File: src/rtl/mem_bus_pkg.sv
// mem_bus_pkg: shared state encoding, bus select constants and error read data for mem_bus_ctrl
package mem_bus_pkg;
  typedef enum logic [1:0] {IDLE, WDATA, REQ, RESP} state_t;
  localparam logic SEL_ROM = 1'b0;
  localparam logic SEL_RAM = 1'b1;
  localparam logic [7:0] RDATA_ERR = 8'hFF;
endpackage

File: src/rtl/mem_bus_timeout.sv
// mem_bus_timeout: request wait counter; expire is high in the REQ cycle that would be the TIMEOUT-th without ack
// Ports: clk, reset (sync, active-high), clear (restart count), enable (count this cycle), expire (limit reached)
module mem_bus_timeout
  #(parameter int TIMEOUT = 15)
  (
  input  logic clk,
  input  logic reset,
  input  logic clear,
  input  logic enable,
  output logic expire
);
  logic [7:0] cnt;
  always_ff @(posedge clk)
    if (reset || clear) cnt <= '0;
    else if (enable) cnt <= cnt + 8'd1;
  assign expire = enable && (cnt == 8'(TIMEOUT - 1));
endmodule

File: src/rtl/mem_bus_ctrl.sv
// mem_bus_ctrl: turns CPU address/data beats into one req/ack transaction on a ROM/RAM memory port
// Ports: clk, reset (sync, active-high); CPU side cpu_bus/cpu_valid/cpu_addr_data/cpu_rom_ram/cpu_we in,
//   cpu_rdata/cpu_ready out; memory side mem_req/mem_sel/mem_we/mem_addr/mem_wdata out, mem_ack/mem_rdata in;
//   bus_err pulses on protocol errors or timeout. Define MEM_BUS_TIMEOUT_EN to bound REQ by TIMEOUT cycles.
module mem_bus_ctrl
  import mem_bus_pkg::*;
  #(parameter int TIMEOUT = 15)
  (
  input  logic       clk,
  input  logic       reset,
  input  logic [7:0] cpu_bus,
  input  logic       cpu_valid,
  input  logic       cpu_addr_data,
  input  logic       cpu_rom_ram,
  input  logic       cpu_we,
  output logic [7:0] cpu_rdata,
  output logic       cpu_ready,
  output logic       mem_req,
  output logic       mem_sel,
  output logic       mem_we,
  output logic [7:0] mem_addr,
  output logic [7:0] mem_wdata,
  input  logic       mem_ack,
  input  logic [7:0] mem_rdata,
  output logic       bus_err
);
  state_t state, state_n;
  logic [7:0] cpu_rdata_n, mem_addr_n, mem_wdata_n;
  logic cpu_ready_n, mem_req_n, mem_sel_n, mem_we_n, bus_err_n, expired;
`ifdef MEM_BUS_TIMEOUT_EN
  mem_bus_timeout #(.TIMEOUT(TIMEOUT)) u_timeout (
    .clk(clk),
    .reset(reset),
    .clear(state != REQ),
    .enable(state == REQ && !mem_ack),
    .expire(expired)
  );
`else
  // No timeout: REQ waits for mem_ack indefinitely (TIMEOUT is always >= 1, so this is constant 0).
  assign expired = 1'b0 & (TIMEOUT == 0);
`endif
  always_ff @(posedge clk)
    if (reset) begin
      state     <= IDLE;
      cpu_rdata <= '0;
      cpu_ready <= 1'b0;
      mem_req   <= 1'b0;
      mem_sel   <= 1'b0;
      mem_we    <= 1'b0;
      mem_addr  <= '0;
      mem_wdata <= '0;
      bus_err   <= 1'b0;
    end else begin
      state     <= state_n;
      cpu_rdata <= cpu_rdata_n;
      cpu_ready <= cpu_ready_n;
      mem_req   <= mem_req_n;
      mem_sel   <= mem_sel_n;
      mem_we    <= mem_we_n;
      mem_addr  <= mem_addr_n;
      mem_wdata <= mem_wdata_n;
      bus_err   <= bus_err_n;
    end
  // Completion goes straight back to IDLE so a new address beat is accepted while cpu_ready is high.
  always_comb begin
    state_n     = state;
    cpu_rdata_n = cpu_rdata;
    cpu_ready_n = 1'b0;
    mem_req_n   = mem_req;
    mem_sel_n   = mem_sel;
    mem_we_n    = mem_we;
    mem_addr_n  = mem_addr;
    mem_wdata_n = mem_wdata;
    bus_err_n   = 1'b0;
    case (state)
      IDLE:
        if (cpu_valid && cpu_addr_data) begin
          mem_addr_n = cpu_bus;
          mem_sel_n  = cpu_rom_ram;
          mem_we_n   = cpu_we;
          state_n    = cpu_we ? WDATA : REQ;
          mem_req_n  = !cpu_we;
        end else if (cpu_valid) bus_err_n = 1'b1;
      WDATA:
        if (cpu_valid && !cpu_addr_data) begin
          mem_wdata_n = cpu_bus;
          state_n     = (mem_sel == SEL_RAM) ? REQ : IDLE;
          mem_req_n   = (mem_sel == SEL_RAM);
          cpu_ready_n = (mem_sel == SEL_ROM);
          bus_err_n   = (mem_sel == SEL_ROM);
        end else if (cpu_valid) bus_err_n = 1'b1;
      REQ:
        if (mem_ack || expired) begin
          mem_req_n   = 1'b0;
          cpu_rdata_n = mem_we ? cpu_rdata : (mem_ack ? mem_rdata : RDATA_ERR);
          cpu_ready_n = 1'b1;
          bus_err_n   = !mem_ack;
          state_n     = IDLE;
        end
      default: state_n = IDLE;
    endcase
  end
endmodule

File: config.mk
export PLATFORM = sky130hd
export DESIGN_NAME = mem_bus_ctrl
export DESIGN_NICKNAME = d
export VERILOG_FILES = /design/src/rtl/mem_bus_pkg.sv /design/src/rtl/mem_bus_timeout.sv /design/src/rtl/mem_bus_ctrl.sv
export SDC_FILE = /design/constraint.sdc
export NUM_CORES = 1
export LEC_CHECK = 0
export CORE_MARGIN = 2
export CORE_UTILIZATION = 45
export CTS_CLUSTER_DIAMETER = 60
export DETAILED_ROUTE_END_ITERATION = 6
export PLACE_DENSITY = 0.8
export REMOVE_ABC_BUFFERS = 1
export SKIP_LAST_GASP = 1
export SLEW_MARGIN = 10
export SYNTH_ARGS = -nofsm -noshare
export SYNTH_HDL_FRONTEND = slang
export SYNTH_SLANG_ARGS = --single-unit
File: constraint.sdc
create_clock -name clk -period 3.7 [get_ports clk]
set_input_delay 1.11 -clock clk [delete_from_list [all_inputs] [get_ports clk]]
set_output_delay 1.11 -clock clk [all_outputs]
set_load 0.005 [all_outputs]
# Yosys cells after proc, flatten, opt, wreduce, memory -nomap -nowiden
# Index checks and enable logic that the tools add are counted.
# W data, S select, Z words.
# totals
ff_bits	31
latch_bits	0
ramBits	0
romBits	0
input_bits	23
output_inout_bits	29
elab_cells	46
mem_count	0
# classes
add_sub_neg	0
multipliers	0
n_div	0
order_cmp	0
eq_ne	5
n_shift	0
muxes	18
n_bitwise	2
reduce_logical	12
# op_table
cell	count
$mux W2	5
$mux W1	9
$ne A2 B2 Y1 const B	3
$pmux W1 S3	2
$pmux W2 S3	1
$reduce_and A3 Y1	2
$reduce_and A2 Y1	2
$reduce_and A4 Y1	1
$logic_not A1 Y1	3
$reduce_bool A3 Y1	1
$eq A2 B1 Y1 const B	1
$eq A2 B2 Y1 const B	1
$logic_and A1 B1 Y1	2
$logic_not A2 Y1	1
$not A1 Y1	2
$pmux W1 S2	1

# Logic depth before layout (Yosys ltp)
# logic_depth
depth_word	4
depth_mapped	7
depth_no_buf	6

# Worst setup path after synthesis
# No wires, ideal clock.
# synth_timing
path_type	in2reg
start	input port cpu_addr_data
end	register state[1]
setup_ps	121
arrival_time_ps	1778
required_ps	3579
slack_ps	1801
cell_stages	4
n_path_buf	0
path_cell_list	nand2b_1 a21oi_2 o21bai_2 mux2_4
# synth_via
elab_chain_len	4
elab_cells_between_ends	6
cone_classes	2 x eq/ne; 4 x reduce/logical
# synth_rtl
element	line_no	text
start: declaration	mem_bus_ctrl.sv:13	input logic cpu_addr_data,
$logic_not A1 Y1	mem_bus_ctrl.sv:85	if (cpu_valid && !cpu_addr_data) begin
$logic_and A1 B1 Y1	mem_bus_ctrl.sv:85	
$ne A2 B2 Y1 (no source line)	-	
$reduce_and A3 Y1 (no source line) (*)	-	
end signal: assignment	mem_bus_ctrl.sv:54	state <= state_n;
end: declaration	mem_bus_ctrl.sv:27	state_t state, state_n;
# Mark *: on every way between the ends. The rest lies on a longest branch, timed or not.
# A chain may end at the register's enable or synchronous reset.

# Worst setup path in the final report
# layout_timing
start	register mem_sel
end	output port mem_sel
# layout_rtl
element	line_no	text
start: declaration	mem_bus_ctrl.sv:19	output logic mem_sel,
start signal: assignment	mem_bus_ctrl.sv:58	mem_sel <= mem_sel_n;
# No word-level cell between the ends.

==> results.py <==
metrics = {
    "worst_setup_path": {
        "critPathTopFamily": "buffers and inverters",
        "cp_max_fo": 5,
        "crit_type": "flop to primary output",
        "crit_path_start_kind": "flop",
        "cp_num_buf_inv": 1,
        "cp.required_ns": 2.59,
        "endpoint_kind": "primary output",
        "cp_cell_sequence": "clkdlybuf4s50_1",
        "slowest_delay_ns": 0.52,
        "crit_path_top_delay_cell": "clkdlybuf4s50_1",
        "cp.arrival_ns": 1.25,
    },
    "clock_network": {
        "ctsHoldBuffers": 0,
        "clk_pin_slew_ns": 0.09,
        "cts_buffers": 5,
        "clock_path_buffers": 2,
        "post_cts_buffers": 0,
        "clock-root-buffer": "clkbuf_4",
        "clock_latency_ns": 0.33,
        "tritoncts": "yes",
        "h-tree-depth": 2,
        "cts_sinks": 31,
        "cts.repair.resized": 0,
    },
    "final_layout": {
        "nets": 217,
        "finalInstanceArea_um2": 1832,
        "multi_input_area_um2": 593.1,
        "drive_gt1_share_pct": 5.236,
        "fillers": 238,
        "area_delta_synth_final_pct": 45.53,
        "num_antenna_cells": 0,
        "regArea_um2": 620.6,
    },
    "logic_synthesis": {
        "synth_compound_area_share_pct": 9.145,
        "syn_avg_cell_area_um2": 9.121,
        "yosys.area_share.simple_pct": 19.28,
        "synth_fa_ha_area_share_pct": 3.976,
        "yosysSeqAreaShare_pct": 49.30,
        "ys_ff_latch": 31,
        "yosys_warnings": 0,
        "syn-instance-count": 138,
        "synth_top_family_by_area": "simple AND/OR/NAND/NOR gates",
        "synth_xor_area_share_pct": 0,
        "synth_area_leaders": "dfxtp_1 (49%), mux2i_1 (14%), nand2_1 (6.6%)",
        "synth_area_um2": 1259,
        "yosys.area.top_type_share_pct": 49.30,
        "yosysTopAreaCell": "dfxtp_1",
        "synthMuxAreaShare_pct": 14.71,
        "synth_cell_types": 23,
    },
    "grt": {
        "grt_start_max_net_pins": 22,
        "first_global_vias": 1117,
        "grtUsageTotal_pct": 19.95,
        "grt_pass1_wl_um": 4871,
        "grt_antenna_before_repair": 0,
        "grt-ovfl-total": 0,
    },
    "power_and_ir_drop": {
        "leakage_nw": 0.7982,
        "fin_total_pwr_uw": 664.4,
        "peakVddDrop_v": 0.0002828,
        "powerDensity_nw_per_um2": 362.7,
    },
    "detailed_routing": {
        "firstDrtPassIters": 4,
        "drc_errors": 0,
        "dr_total_vias": 1139,
        "ant_nets": 0,
        "routedWlPerCell_um": 13.46,
        "via_per_inst": 5.131,
        "routed_wirelength_um": 2989,
        "drtIter0Drc": 41,
    },
    "die": {
        "initial_core_util_pct": 46.45,
        "die_h_um": 56.89,
        "row_count": 19,
        "core_um2": 2710,
        "pin_count": 52,
        "die_width_um": 56.89,
        "die_area_um2": 3236,
    },
    "run": {
        "cap_violations": 0,
    },
    "sta": {
        "drv_slew": 0,
        "finalSetupViolCount": 0,
        "worst_pin_slew_ns": 0.7482,
        "hold_viol_final": 0,
        "finClkSkew_ns": 0.007375,
        "fin_crit_sh_pct": 63.86,
        "fmax_mhz": 423.2,
        "final.setup.worst_slack_ns": 1.337,
        "tns_ns": 0,
        "slew_headroom_pct": 49.96,
        "rsz0062_at_grt": "no",
        "finalCriticalPeriod_ns": 2.363,
    },
    "place": {
        "hpwl_um": 2140,
        "dpl_cell_area_um2": 1782,
        "portBuffers": 51,
        "dp_worst_setup_slack_ns": 1.045,
        "gp_congestion": 0.7750,
    },
    "run_status": {
        "outcome": "complete, no violations",
    },
    "worst_hold_path": {
        "hp-class": "flop to flop",
    },
}
==> registers in the layout, summed over array words and instances, names as in the netlist <==
| name | count |
|---|---|
| cpu_rdata | 8 |
| mem_we | 1 |
| mem_addr | 8 |
| mem_req | 1 |
| state | 2 |
| bus_err | 1 |
| cpu_ready | 1 |
| mem_wdata | 8 |
| mem_sel | 1 |
==> per-stage QoR <==
step | util [%] | hold WS [ns] | instances
floorplan | - | 0.4467 | 131
global placement | 65.74 | 0.4430 | 214
detailed placement | 65.74 | 0.4489 | 214
CTS | 67.59 | 0.4608 | 222
global route | 67.59 | 0.4834 | 222
finish | 67.59 | 0.4580 | 222
==> placed cells by master, fill, tap and decap left out, types with 2 or more instances in the layout <==
cell	instances
clkbuf_4	5
nand3b_1	2
nor2b_1	2
nand3_1	2
nand2_1	22
nor2_1	22
dfxtp_1	31
nand2b_1	3
ha_1	4
a21oi_1	13
inv_1	3
nor3b_1	2
mux2i_1	17
clkbuf_1	2
clkdlybuf4s50_1	51
==> final cells by class <==
class,instances,area share [%]
flip-flops and latches,31,33.88
multi-input cells,97,32.38
repair buffers,52,28.28
clock buffers,7,2.459
well taps,31,2.117
inverters,3,0.6148
clock inverters,1,0.2732
==> power breakdown <==
group / internal [mW] / switching [mW] / total, mW
logic: 0.0696 / 0.0529 / 0.122
clock network: 0.0739 / 0.111 / 0.185
registers: 0.348 / 0.00829 / 0.357
total: 0.492 / 0.173 / 0.664
==> kinds of logic (layout without fill, tap and decap cells) <==
family / after synthesis / in the layout
simple gates: 56 / 56
flops: 31 / 31
mux: 18 / 18
fa+ha+maj: 4 / 4
compound gates: 19 / 19
buf+inv: 10 / 63
==> Yosys cell counts (all sizes together) <==
cell      n
nand2b    3
mux2i    17
nor2b     2
mux2      1
ha        4
o21ai     1
and3      1
o21bai    1
a21boi    1
o2bb2ai   1
a21oi    14
nor3b     2
nand3b    2
nand2    22
nor2     22
dfxtp    31
inv       3
buf       4
a211o     1
clkbuf    3
nand3     2
==> worst register-to-register path, cell delays in order (launching register included) <==
cell and delay, ns:
dfxtp_1 0.34, inv_1 0.11, ha_1 0.29, nand3b_1 0.45, nor2_1 0.21, a21oi_1 0.06
nor3b_1 0.17
==> worst paths after layout <==
kind                from           to  slack [ns]  cells past startpoint
max              mem_sel      mem_sel        1.34                      1
min          mem_addr[2]  mem_addr[2]        0.46                      2
max reg2reg     state[1]    cpu_ready        2.00                      6
min reg2reg  mem_addr[2]  mem_addr[2]        0.46                      2
==> per-layer routing <==
metal | share of wire (%) | global-route usage (%)
met5 | 0 | 0
met4 | 2.7 | 14.29
met3 | 3.9 | 5.300
met2 | 50 | 32.35
met1 | 43 | 22.29
(Power assumes the default switching activity.)
==> variant 1, RTL diff (same settings) <==
Add a define of `MEM_BUS_TIMEOUT_EN`.
--- a/src/rtl/mem_bus_ctrl.sv
+++ b/src/rtl/mem_bus_ctrl.sv
@@ -2,6 +2,8 @@
 // Ports: clk, reset (sync, active-high); CPU side cpu_bus/cpu_valid/cpu_addr_data/cpu_rom_ram/cpu_we in,
 //   cpu_rdata/cpu_ready out; memory side mem_req/mem_sel/mem_we/mem_addr/mem_wdata out, mem_ack/mem_rdata in;
 //   bus_err pulses on protocol errors or timeout. Define MEM_BUS_TIMEOUT_EN to bound REQ by TIMEOUT cycles.
+`define MEM_BUS_TIMEOUT_EN
+
 module mem_bus_ctrl
   import mem_bus_pkg::*;
   #(parameter int TIMEOUT = 15)
Check against the original RTL: no difference found for any inputs over 10 cycles, from zero or initial values and one cycle with reset high; that may be too few to reach the edited logic, so the function may still have changed.
==> variant 1 against the unedited design <==
- routed wire length rose by 18%
- synthesized area up 33%
- design area is 28% higher
- register-to-register slack better by 0.03 ns
- setup slack lost 0.017 ns
- non-clock buffer count is the same
- sequential cell count increased by 8
- clock power up 96%
- power increased by 82%
- synthesized cell count up 31%
- critical path type unchanged
- largest cell class is now multi-input combinational cells
- highest routed layer unchanged
==> variant 1: results (changes against the unedited design) <==
| Metric | Value |
|---|---|
| Status | `finished, final reports clean` |
| Non-clock buffering overhead | `0.2209 (-0.06187)` |
| Largest net degree at the start of global routing | `34 (+55%)` |
| Critical path fanouts, max | `6 (+1)` |
| Final Util | `0.6453 (-0.03058)` |
| Via density | `5.046 (-1.6%)` |
| Wl on met1 | `1.507 mm (+18%)` |
| Leading post-synthesis cells by cell area | `dfxtp_1, mux2i_1, nand2_1` |
| Fraction of area in multi-input gates | `0.3591 (+0.03535)` |
| DR iter-0 viols | `78 (+90%)` |
| FILL cells | `339 (+42%)` |
| DR WL met2 | `1.701 mm (+13%)` |
| Cell variety after synth | `35 (+52%)` |
| Pin slew with the least headroom to its limit | `0.5366 ns (-0.2115 ns)` |
| Commonest cells post-synth | `dfxtp_1, nand2_1, nor2_1, a21oi_1, nor2b_1` |
| Met1 usage | `0.2189 (-0.004006)` |
| GP Congestion | `0.7999 (+3.2%)` |
| Min Hold Slack | `0.4568 ns (-0.001195 ns)` |
| Final #Nets | `262 (+21%)` |
| Met3 wire len | `257 um (+120%)` |
| XOR/XNOR Fraction of Synth Area | `0.03657 (+0.03657)` |
| Vias in the first global route | `1375 (+23%)` |
| Dpl cells | `274 (+28%)` |
| FF-to-FF path depth | `5 (-1)` |
| HPWL Detailed | `2.587 mm (+21%)` |
| F_max | `420.1 MHz (-0.73%)` |
| Sequential Power Share | `0.415 (-0.122)` |
| P_leak | `0.9174 nW (+15%)` |
| Non-clk invs | `7 (+4)` |
| Placed cell areas | `0.002227 mm2 (+25%)` |
| Seq/total area | `0.3330 (-0.005820)` |
| Worst-path clk slew | `0.07 ns (-0.02 ns)` |
| Met2 usage | `0.3080 (-0.01549)` |
| Full die area | `0.004230 mm2 (+31%)` |
| Drt total wl | `3.527 mm (+18%)` |
| Max VDD drop | `291.7 uV (+3.2%)` |
| Sequential cell count | `39 (+26%)` |
| Clk_buf instances | `6 (-1)` |
| Multi-In Gates | `128 (+32%)` |
| Switch share | `0.2819 (+0.02220)` |
| Clock-cell share of area | `0.05016 (+0.02284)` |
| Worst-Skew Late Latency | `0.30 ns (-0.03 ns)` |
| Initial antenna violation count | `0 (unchanged)` |
| GRT Total Usage | `0.1908 (-0.008751)` |
| Mux contribution to synthesized area | `0.05373 (-0.09339)` |
## variant 1: changes by cell type after synthesis, sizes merged, moves of 4 or more
| cell | change |
|---|---|
| o22a | +8 |
| inv | +4 |
| dfxtp | +8 |
| xnor2 | +4 |
| mux2i | -8 |
| nor2b | +8 |
## variant 1: worst min-delay path by stage
stage / startpoint / endpoint / cells past startpoint
5_1_grt: mem_addr[2] / mem_addr[2] / 2
3_5_place_dp: mem_addr[4] / mem_addr[4] / 2
4_1_cts: mem_addr[4] / mem_addr[4] / 2
2_1_floorplan: mem_addr[0] / mem_addr[0] / 2
3_3_place_gp: mem_addr[3] / mem_addr[3] / 2
6_report: mem_addr[6] / mem_addr[6] / 2
## variant 1: tightest hold or removal path: stages, from the launching register on
cell     delay, ns
dfxtp_1       0.31
nand2_1       0.05
a21oi_1       0.05
==> variant 2, RTL diff (config.mk and constraints unchanged) <==
Without the edit above. The 4 states of `state_t` get a Gray code encoding in 2 bits.
--- a/src/rtl/mem_bus_pkg.sv
+++ b/src/rtl/mem_bus_pkg.sv
@@ -1,6 +1,6 @@
 // mem_bus_pkg: shared state encoding, bus select constants and error read data for mem_bus_ctrl
 package mem_bus_pkg;
-  typedef enum logic [1:0] {IDLE, WDATA, REQ, RESP} state_t;
+  typedef enum logic [1:0] {IDLE = 2'b00, WDATA = 2'b01, REQ = 2'b11, RESP = 2'b10} state_t;
   localparam logic SEL_ROM = 1'b0;
   localparam logic SEL_RAM = 1'b1;
   localparam logic [7:0] RDATA_ERR = 8'hFF;
Function: same outputs for any inputs over 10 cycles, from zero or initial values and one cycle with reset high; not proved beyond that.
==> variant 2 against the unedited design <==
- sequential cell count is the same
- clock power decreased by 11%
- synthesized area decreased by 3.4%
- sequential power increased by 1%
- design area down 4.0%
- hold slack got worse by 0.00050 ns
- synthesized cell count rose by 7.2%
- die area fell by 3.1%
- global-route usage fell by 1.1 points
- setup slack got worse by 0.074 ns
- critical path type is now in -> reg
- largest power group unchanged
- power is 5.8% lower
- largest cell class unchanged
- critical endpoint is now state[0]
- routed wire length fell by 5.2%
==> variant 2: results (changes against the unedited design) <==
| Metric | Value |
|---|---|
| Critical path fanouts, max | `10 (+5)` |
| Post-place setup slack | `0.9334 ns (-0.1118 ns)` |
| Met3 wire len | `271 um (+130%)` |
| P_clk | `0.000165 W (-11%)` |
| FF-to-FF path depth | `3 (-3)` |
| DR iter-0 viols | `29 (-29%)` |
| Pin slew with the least headroom to its limit | `0.5264 ns (-0.2218 ns)` |
| Sequential Power Share | `0.577 (+0.040)` |
| Mux contribution to synthesized area | `0 (-0.1471)` |
| Setup CP Type | `in -> reg` |
| Clock Skew | `0.005919 ns (-0.001456 ns)` |
| Wl on met1 | `1.262 mm (-1.5%)` |
| GRT Total Usage | `0.1888 (-0.01069)` |
| Share of cells above drive strength 1 | `0.04592 (-0.006438)` |
| GP Congestion | `0.7853 (+1.3%)` |
| Reg2Reg Setup Slack | `2.08 ns (+0.08 ns)` |
| Dpl cells | `220 (+2.8%)` |
| Register area share after synthesis | `0.5103 (+0.01725)` |
| Cell variety after synth | `24 (+4.3%)` |
| Final #Nets | `220 (+1.4%)` |
| Largest net degree at the start of global routing | `32 (+45%)` |
| CP startpoint | `cpu_addr_data` |
| P_leak | `0.5921 nW (-26%)` |
| Vias in the first global route | `1084 (-3.0%)` |
| Drt total wl | `2.834 mm (-5.2%)` |
| CP Data Arrival Time | `2.65 ns (+1.40 ns)` |
| Worst-Skew Late Latency | `0.31 ns (-0.02 ns)` |
| Critical hold path startpoint | `mem_addr[5]` |
| Avg WL per Cell | `12.54 um (-6.9%)` |
| RR Startpoint | `state[0]` |
| Status | `finished, final reports clean` |
| HPWL Detailed | `2.042 mm (-4.6%)` |
| Leading post-synthesis cells by cell area | `dfxtp_1, nand2_1, a21oi_1` |
| Post-synthesis adder-cell area fraction | `0 (-0.03976)` |
| Grt met3 use | `0.07907 (+0.02607)` |
-- variant 2: changes by cell type after synthesis, moves of 3 or more --
| cell | before | now |
|---|---|---|
| nand2_1 | 22 | 54 |
| nor2_1 | 22 | 4 |
| mux2i_1 | 17 | 0 |
| a21oi_1 | 13 | 27 |
| ha_1 | 4 | 0 |
| inv_1 | 3 | 0 |
-- variant 2: final cells by class --
cell class	count	area (um2)	share of cell area
Clock buffer	6	41.29	0.02347
Timing Repair Buffer	52	518.0	0.2945
Tap cell	30	37.54	0.02134
Multi-Input combinational cell	107	541.8	0.3080
Sequential cell	31	620.6	0.3528
-- variant 2: through the flow --
step / hold WS (ns) / cell area, um2 / power (W)
2_1_floorplan: 0.4467 / 1162 / 0.0004029
3_3_place_gp: 0.4406 / 1718 / 0.0004651
3_5_place_dp: 0.4456 / 1718 / 0.0004682
4_1_cts: 0.4576 / 1759 / 0.0006310
5_1_grt: 0.4793 / 1759 / 0.0006583
6_report: 0.4575 / 1759 / 0.0006259
